**config.mk**
```make
export PLATFORM = sky130hd
export DESIGN_NAME = hall_sensor_frontend
export DESIGN_NICKNAME = d
export VERILOG_FILES = /design/src/rtl/hall_pkg.sv /design/src/rtl/hall_debounce.sv /design/src/rtl/hall_sensor_frontend.sv
export SDC_FILE = /design/constraint.sdc
export NUM_CORES = 1
export LEC_CHECK = 0
export BUFFER_PORTS_ARGS = -buffer_cell sky130_fd_sc_hd__buf_2
export CAP_MARGIN = 30
export CORE_MARGIN = 8
export CORE_UTILIZATION = 48
export DETAILED_ROUTE_END_ITERATION = 8
export PLACE_DENSITY = 0.67
export SLEW_MARGIN = 20
export SYNTH_ARGS = -nofsm -noshare
export SYNTH_HDL_FRONTEND = slang
export SYNTH_SLANG_ARGS = --single-unit
```
**constraint.sdc**
```tcl
create_clock -name clk -period 2.93 [get_ports clk]
set_input_delay 0.4395 -clock clk [delete_from_list [all_inputs] [get_ports clk]]
set_output_delay 0.4395 -clock clk [all_outputs]
set_load 0.03 [all_outputs]
```
**src/rtl/hall_pkg.sv**
```systemverilog
// rtl/hall_pkg.sv - Hall code constants, tracker state enum and sequence helpers.
package hall_pkg;

  localparam logic [2:0] HALL_ILL_000 = 3'b000;
  localparam logic [2:0] HALL_ILL_111 = 3'b111;

  typedef enum logic [1:0] {IDLE, ACQUIRE, RUN, STALL} hall_state_e;

  function automatic logic is_legal(input logic [2:0] code);
    return (code != HALL_ILL_000) && (code != HALL_ILL_111);
  endfunction

  // Forward order: 001 -> 011 -> 010 -> 110 -> 100 -> 101 -> 001
  function automatic logic [2:0] next_fwd(input logic [2:0] code);
    case (code)
      3'b001:  return 3'b011;
      3'b011:  return 3'b010;
      3'b010:  return 3'b110;
      3'b110:  return 3'b100;
      3'b100:  return 3'b101;
      3'b101:  return 3'b001;
      default: return code;
    endcase
  endfunction

  function automatic logic [2:0] next_rev(input logic [2:0] code);
    case (code)
      3'b011:  return 3'b001;
      3'b010:  return 3'b011;
      3'b110:  return 3'b010;
      3'b100:  return 3'b110;
      3'b101:  return 3'b100;
      3'b001:  return 3'b101;
      default: return code;
    endcase
  endfunction

endpackage

```
**src/rtl/hall_debounce.sv**
```systemverilog
// rtl/hall_debounce.sv - Candidate/counter debouncer; stable asserts on the
// DEBOUNCE_CYCLES-th consecutive identical sample, counting the current input.
module hall_debounce #(
  parameter int WIDTH           = 3,
  parameter int DEBOUNCE_CYCLES = 16
) (
  input  logic             clk,
  input  logic             rst_n,
  input  logic [WIDTH-1:0] din,
  output logic [WIDTH-1:0] candidate,
  output logic             stable
);

  localparam int CW = (DEBOUNCE_CYCLES > 1) ? $clog2(DEBOUNCE_CYCLES) : 1;
  localparam logic [CW-1:0] CNT_TOP = CW'((DEBOUNCE_CYCLES > 1) ? DEBOUNCE_CYCLES - 1 : 0);
  localparam logic [CW-1:0] CNT_ONE = CW'((DEBOUNCE_CYCLES > 1) ? 1 : 0);

  logic [WIDTH-1:0] cand_q;
  logic [CW-1:0]    cnt_q;

  // cnt_q holds how many samples of cand_q are already registered
  always_ff @(posedge clk or negedge rst_n) begin
    if (!rst_n) begin
      cand_q <= '0;
      cnt_q  <= '0;
    end else if (din != cand_q) begin
      cand_q <= din;
      cnt_q  <= CNT_ONE;
    end else if (cnt_q != CNT_TOP) begin
      cnt_q  <= cnt_q + CW'(1);
    end
  end

  generate
    if (DEBOUNCE_CYCLES == 1) begin : g_pass
      assign candidate = din;
      assign stable    = 1'b1;
    end else begin : g_count
      assign candidate = cand_q;
      assign stable    = (din == cand_q) && (cnt_q == CNT_TOP);
    end
  endgenerate

endmodule

```
**src/rtl/hall_sensor_frontend.sv**
```systemverilog
// rtl/hall_sensor_frontend.sv - Hall sync/debounce/validation, direction, period and stall
// tracking; HALL_PERIOD_AVG_EN reports the mean of the last 4 intervals.
module hall_sensor_frontend
  import hall_pkg::*;
#(
  parameter int SYNC_STAGES     = 2,
  parameter int DEBOUNCE_CYCLES = 16,
  parameter int PERIOD_W        = 24,
  parameter int STALL_LIMIT     = 1000000
) (
  input  logic                clk,
  input  logic                rst_n,
  input  logic [2:0]          hall_in,
  input  logic                fault_clr,
  output logic [2:0]          hall_q,
  output logic                hall_valid,
  output logic                dir,
  output logic [PERIOD_W-1:0] period,
  output logic                period_stb,
  output logic                stall,
  output logic                fault_illegal,
  output logic                fault_seq
);

  localparam logic [PERIOD_W-1:0] STALL_CNT = PERIOD_W'(STALL_LIMIT);
  localparam logic [PERIOD_W-1:0] CNT_ONE   = PERIOD_W'(1);

  logic [2:0]          sync_q [SYNC_STAGES];
  logic [2:0]          cand;
  logic                stable;
  hall_state_e         state;
  logic [PERIOD_W-1:0] per_cnt;

  always_ff @(posedge clk or negedge rst_n) begin
    if (!rst_n) begin
      for (int i = 0; i < SYNC_STAGES; i++) sync_q[i] <= '0;
    end else begin
      sync_q[0] <= hall_in;
      for (int i = 1; i < SYNC_STAGES; i++) sync_q[i] <= sync_q[i-1];
    end
  end

  hall_debounce #(
    .WIDTH           (3),
    .DEBOUNCE_CYCLES (DEBOUNCE_CYCLES)
  ) u_debounce (
    .clk       (clk),
    .rst_n     (rst_n),
    .din       (sync_q[SYNC_STAGES-1]),
    .candidate (cand),
    .stable    (stable)
  );

  logic code_legal, change, edge_acc, is_fwd, is_rev, adjacent;
  logic counting, stall_hit, emit, leave_run;

  always_comb begin
    code_legal = is_legal(cand);
    change     = stable && (cand != hall_q);
    edge_acc   = change && code_legal;
    is_fwd     = (cand == next_fwd(hall_q));
    is_rev     = (cand == next_rev(hall_q));
    adjacent   = is_fwd || is_rev;
    counting   = (state == ACQUIRE) || (state == RUN);
    // an accepted edge always takes priority over the stall threshold
    stall_hit  = !edge_acc && counting && (per_cnt == STALL_CNT);
    emit       = edge_acc && adjacent && counting;
    leave_run  = (state == RUN) && (stall_hit || (edge_acc && !adjacent));
  end

  always_ff @(posedge clk or negedge rst_n) begin
    if (!rst_n) begin
      state         <= IDLE;
      hall_q        <= '0;
      hall_valid    <= 1'b0;
      dir           <= 1'b1;
      stall         <= 1'b0;
      fault_illegal <= 1'b0;
      fault_seq     <= 1'b0;
      per_cnt       <= '0;
    end else begin
      if (per_cnt != '1) per_cnt <= per_cnt + CNT_ONE;

      // fault setters below override a simultaneous clear
      if (fault_clr) begin
        fault_illegal <= 1'b0;
        fault_seq     <= 1'b0;
      end

      if (change && !code_legal) begin
        fault_illegal <= 1'b1;
        hall_valid    <= 1'b0;
      end else if (stable && code_legal) begin
        hall_valid    <= 1'b1;
      end

      if (edge_acc) begin
        hall_q  <= cand;
        per_cnt <= CNT_ONE;
        if (state == IDLE) begin
          state <= ACQUIRE;
        end else if (adjacent) begin
          dir   <= is_fwd;
          stall <= 1'b0;
          if (state == ACQUIRE)    state <= RUN;
          else if (state == STALL) state <= ACQUIRE;
        end else begin
          fault_seq <= 1'b1;
          stall     <= 1'b0;
          state     <= ACQUIRE;
        end
      end else if (stall_hit) begin
        state <= STALL;
        stall <= 1'b1;
      end
    end
  end

`ifdef HALL_PERIOD_AVG_EN
  logic [PERIOD_W-1:0] hist [3];
  logic [2:0]          hist_n;
  logic [PERIOD_W+1:0] sum;

  always_comb begin
    sum = {2'b00, hist[0]} + {2'b00, hist[1]} + {2'b00, hist[2]} + {2'b00, per_cnt};
  end

  always_ff @(posedge clk or negedge rst_n) begin
    if (!rst_n) begin
      period     <= '1;
      period_stb <= 1'b0;
      hist_n     <= '0;
      for (int i = 0; i < 3; i++) hist[i] <= '0;
    end else begin
      period_stb <= 1'b0;
      if (stall_hit) period <= '1;
      if (leave_run) begin
        hist_n <= '0;
      end else if (emit) begin
        hist[2] <= hist[1];
        hist[1] <= hist[0];
        hist[0] <= per_cnt;
        if (hist_n != 3'd4) hist_n <= hist_n + 3'd1;
        // three stored intervals plus the current one make a full window
        if (hist_n >= 3'd3) begin
          period     <= sum[PERIOD_W+1:2];
          period_stb <= 1'b1;
        end
      end
    end
  end
`else
  always_ff @(posedge clk or negedge rst_n) begin
    if (!rst_n) begin
      period     <= '1;
      period_stb <= 1'b0;
    end else begin
      period_stb <= 1'b0;
      if (stall_hit) begin
        period <= '1;
      end else if (emit) begin
        period     <= per_cnt;
        period_stb <= 1'b1;
      end
    end
  end
`endif

endmodule

```
==> results by group <==
Timing
  • Period utilization: 84.9%
  • RSZ-0062 raised after global routing: no
  • Hold Fails Final Rpt: 0
  • Slew headroom: a little over half
  • Endpoints failing setup: 0
  • Fmax: 402 MHz
  • Least-Margin Pin Slew: roughly 0.70 ns
  • Min Clock Period, post-route: 2.49 ns
  • Max Slew Vio Count: 0
  • Setup TNS: 0 ns
  • Worst Skew: just under 0.007 ns

Setup path
  • Worst EP required: between 3 and 4 ns
  • Crit path buffers/inverters: 2
  • Critical path's slowest cell: or4_1
  • Crit path cell chain: inv_1 -> ha_1 -> nor4bb_1 -> nand3_1 -> or4_1 -> a21o_1 -> buf_4 -> nand2_1
  • Arr. time, crit path: approximately 2.8 ns
  • Worst setup SP type: flop
  • Crit. Startpoint: state[0]
  • Reg2Reg Launch Point: state[0]
  • Largest stage delay, worst path: 0.51 ns
  • Endpoint class of the critical path: flop
  • CP top delay family: simple AND/OR/NAND/NOR gates
  • Max Fanout on Critical Path: 19
  • CP Class: reg -> reg

Power
  • Combinational share of power: 3.0%
  • Cell Pwr Density: 451 nW/µm²
  • Worst IR Drop VDD: 0.000287 V
  • Switching Share: 21.7%
  • P_int: 0.00146 W
  • P_leak: roughly 2.1 nW
  • Clock share of power: a little over two fifths
  • Reg power frac: between 50 and 60%
  • Switch Pwr: 0.000405 W
  • Total chip power: 0.00187 W

CTS
  • TritonCTS buffer count: 9
  • H-tree Lvls: 3
  • Clock latency on the worst-skew pair: 0.34 ns
  • Setup Fix Bufs, Post-CTS: 0
  • Clock tree from TritonCTS: yes
  • CTS sink count: slightly above 70
  • Hold Buf Count CTS: 0
  • Clock tree buffer depth: 2
  • PostCTS Resize Cnt: 0
  • CTS root buffer: clkbuf_8
  • Clk slew on worst S/H paths: 0.07 ns

Logic synthesis
  • Count of unique library cells instantiated by Yosys: 55
  • YS warnings: 0
  • Sequential element share of the synthesized area: 49.2%
  • Post-synthesis area per instance: 10.3 µm²
  • Ys flop type: dfrtp_1
  • Asr flop ratio synth: 100%
  • Area fraction of the dominant cell type after synthesis: 31.6%
  • Biggest area consumer among synthesized cells: dfrtp_1
  • Cell Area, Synth: 3730 µm²
  • Post-synthesis net count: between 300 and 400
  • Mapped Cells: 363
  • Register bit total from synthesis: 72
  • Number of synthesized flops with an enable pin: 0
  • Synth area leaders: dfrtp_1 32%, dfstp_2 18%, mux2i_1 5.6%, nand2_1 4.0%, nor2_1 3.6%

Layout
  • Final design utilization: between 50% and 60%
  • ANT cells: 0
  • Most frequent cells in the layout: 47 x dfrtp_1, 40 x nand2_1, 38 x buf_2
  • Commonest non-fill, non-tap cell in the layout: dfrtp_1
  • Share of cells above drive strength 1: a little under a quarter
  • Fin nets: 408
  • Design area: 4140 µm²
  • Layout Cells excl Fill: just over 500
  • P&R area growth vs syn: 11.1%

Place
  • Placed cells: 487
  • Placed Area: 3940 µm²
  • Detailed placement HPWL: approximately 5400 µm
  • Port bufs: 38
  • GP Congestion: about 0.8

Route
  • Vias/cell: 5.53
  • Antenna-violating nets left: 0
  • DRT Wirelength: 7730 µm
  • DRC: 0
  • First DRT Iteration DRCs: 123
  • Vias: 2,783
  • TritonRoute pass-1 iters: 4
  • Post-DR wirelength/cell: about 15 µm

Floorplan
  • Die ar.: ~11,000 µm²
  • Starting Density: 49.0%
  • Num ports: 39
  • Chip width: between 100 and 150 µm
  • Rows: 32
  • Core Box Area: between 7000 and 8000 µm²
  • Die height: approximately 100 µm

Run status
  • Status: complete, no violations

Hold path
  • HP Class: in -> async

Global routing
  • First-pass GRT wire length: 13,500 µm
  • Tot GR Track Use: roughly 15%
  • Initial antenna violation count: 0
  • Vias in the first global route: 2,746
  • Gr ovfl total: 0
  • Largest net degree at the start of global routing: 31

Job
  • Max-Cap Viols: 0
## cell usage after synthesis, drive strengths merged (3+ instances only)
library cell	n
or3	9
dfstp	25
mux2i	21
and3	4
a21oi	11
dfrtp	47
ha	6
xnor2	10
xor2	11
nand2	40
buf	17
o211ai	6
nand2b	6
nand4	6
o31ai	4
nand3	19
nor3	12
and4	3
a31oi	4
inv	12
nor4bb	4
nor4	3
o22ai	5
a21o	3
clkbuf	6
o21ai	7
nor2	36
## cell type report
cell class | instances | area [µm²]
Clock inverter | 3 | 40.0
Fill cell | 694 | 3460
Tap cell | 102 | 128
Timing Repair Buffer | 45 | 255
Inverter | 12 | 45.0
Sequential cell | 72 | 1830
Multi-Input combinational cell | 256 | 1680
Clock buffer | 13 | 159
## power groups by stage
stage          clock network (W)  registers (W)  logic [W]
2_1_floorplan                  0        0.00103  0.0000408
3_3_place_gp                   0        0.00104  0.0000548
3_5_place_dp                   0        0.00104  0.0000572
4_1_cts                 0.000819        0.00102  0.0000575
5_1_grt                 0.000855        0.00102  0.0000641
6_report                0.000791        0.00102  0.0000551
## path summary, 6_finish.rpt
| kind | endpoint | slack (ns) | cells after the start |
|---|---|---|---|
| max | period[11] | 0.44 | 8 |
| min | sync_q[4] | 0.13 | 1 |
| max reg2reg | period[11] | 0.44 | 8 |
| min reg2reg | sync_q[2] | 0.35 | 0 |
| max in group asynchronous | period[0] | 1.98 | 2 |
| min in group clk | sync_q[5] | 0.21 | 1 |
## per-stage QoR
stage / hold WS (ns) / worst slack, ns
after global routing: 0.185 / 0.225
after CTS: 0.149 / 0.440
after global placement: 0.334 / 0.520
final: 0.132 / 0.442
after floorplan: 0.144 / 0.773
after detailed placement: 0.346 / 0.456
## metal layers
layer / track usage, % / wire length [µm] / vias up
li1: - / - / 1356
met1: 19.2 / 3700 / 1359
met2: 23.3 / 3490 / 55
met3: 3.97 / 375 / 13
met4: 6.51 / 164 / 0
met5: 0 / 0 / -
## worst reg2reg max path, delay by kind of cell (launching register included)
family          cells  cell delay, ns
compound gates      1            0.42
fa+ha+maj           1            0.34
buf+inv             2            0.35
flops               1            0.41
simple gates        4            0.91
## state kept, by name, summed over array words and instances, names as in the netlist
signal	cells
dir	1
fault_illegal	1
fault_seq	1
hall_q	3
hall_valid	1
per_cnt	24
period	24
period_stb	1
stall	1
state	2
sync_q	6
u_debounce.candidate	3
u_debounce.cnt_q	4
## logic make-up after synthesis
| family | Yosys count | synth area share (%) |
|---|---|---|
| AND/OR/NAND/NOR | 154 | 21.6 |
| flip-flops | 72 | 49.2 |
| AO/OA/AOI/OAI | 53 | 10.4 |
| buffers and inverters | 35 | 5.67 |
| multiplexers | 22 | 5.94 |
| XOR/XNOR | 21 | 5.14 |
| adder cells (fa/ha/maj) | 6 | 2.01 |
No activity file was read; power rests on OpenSTA's default activity.
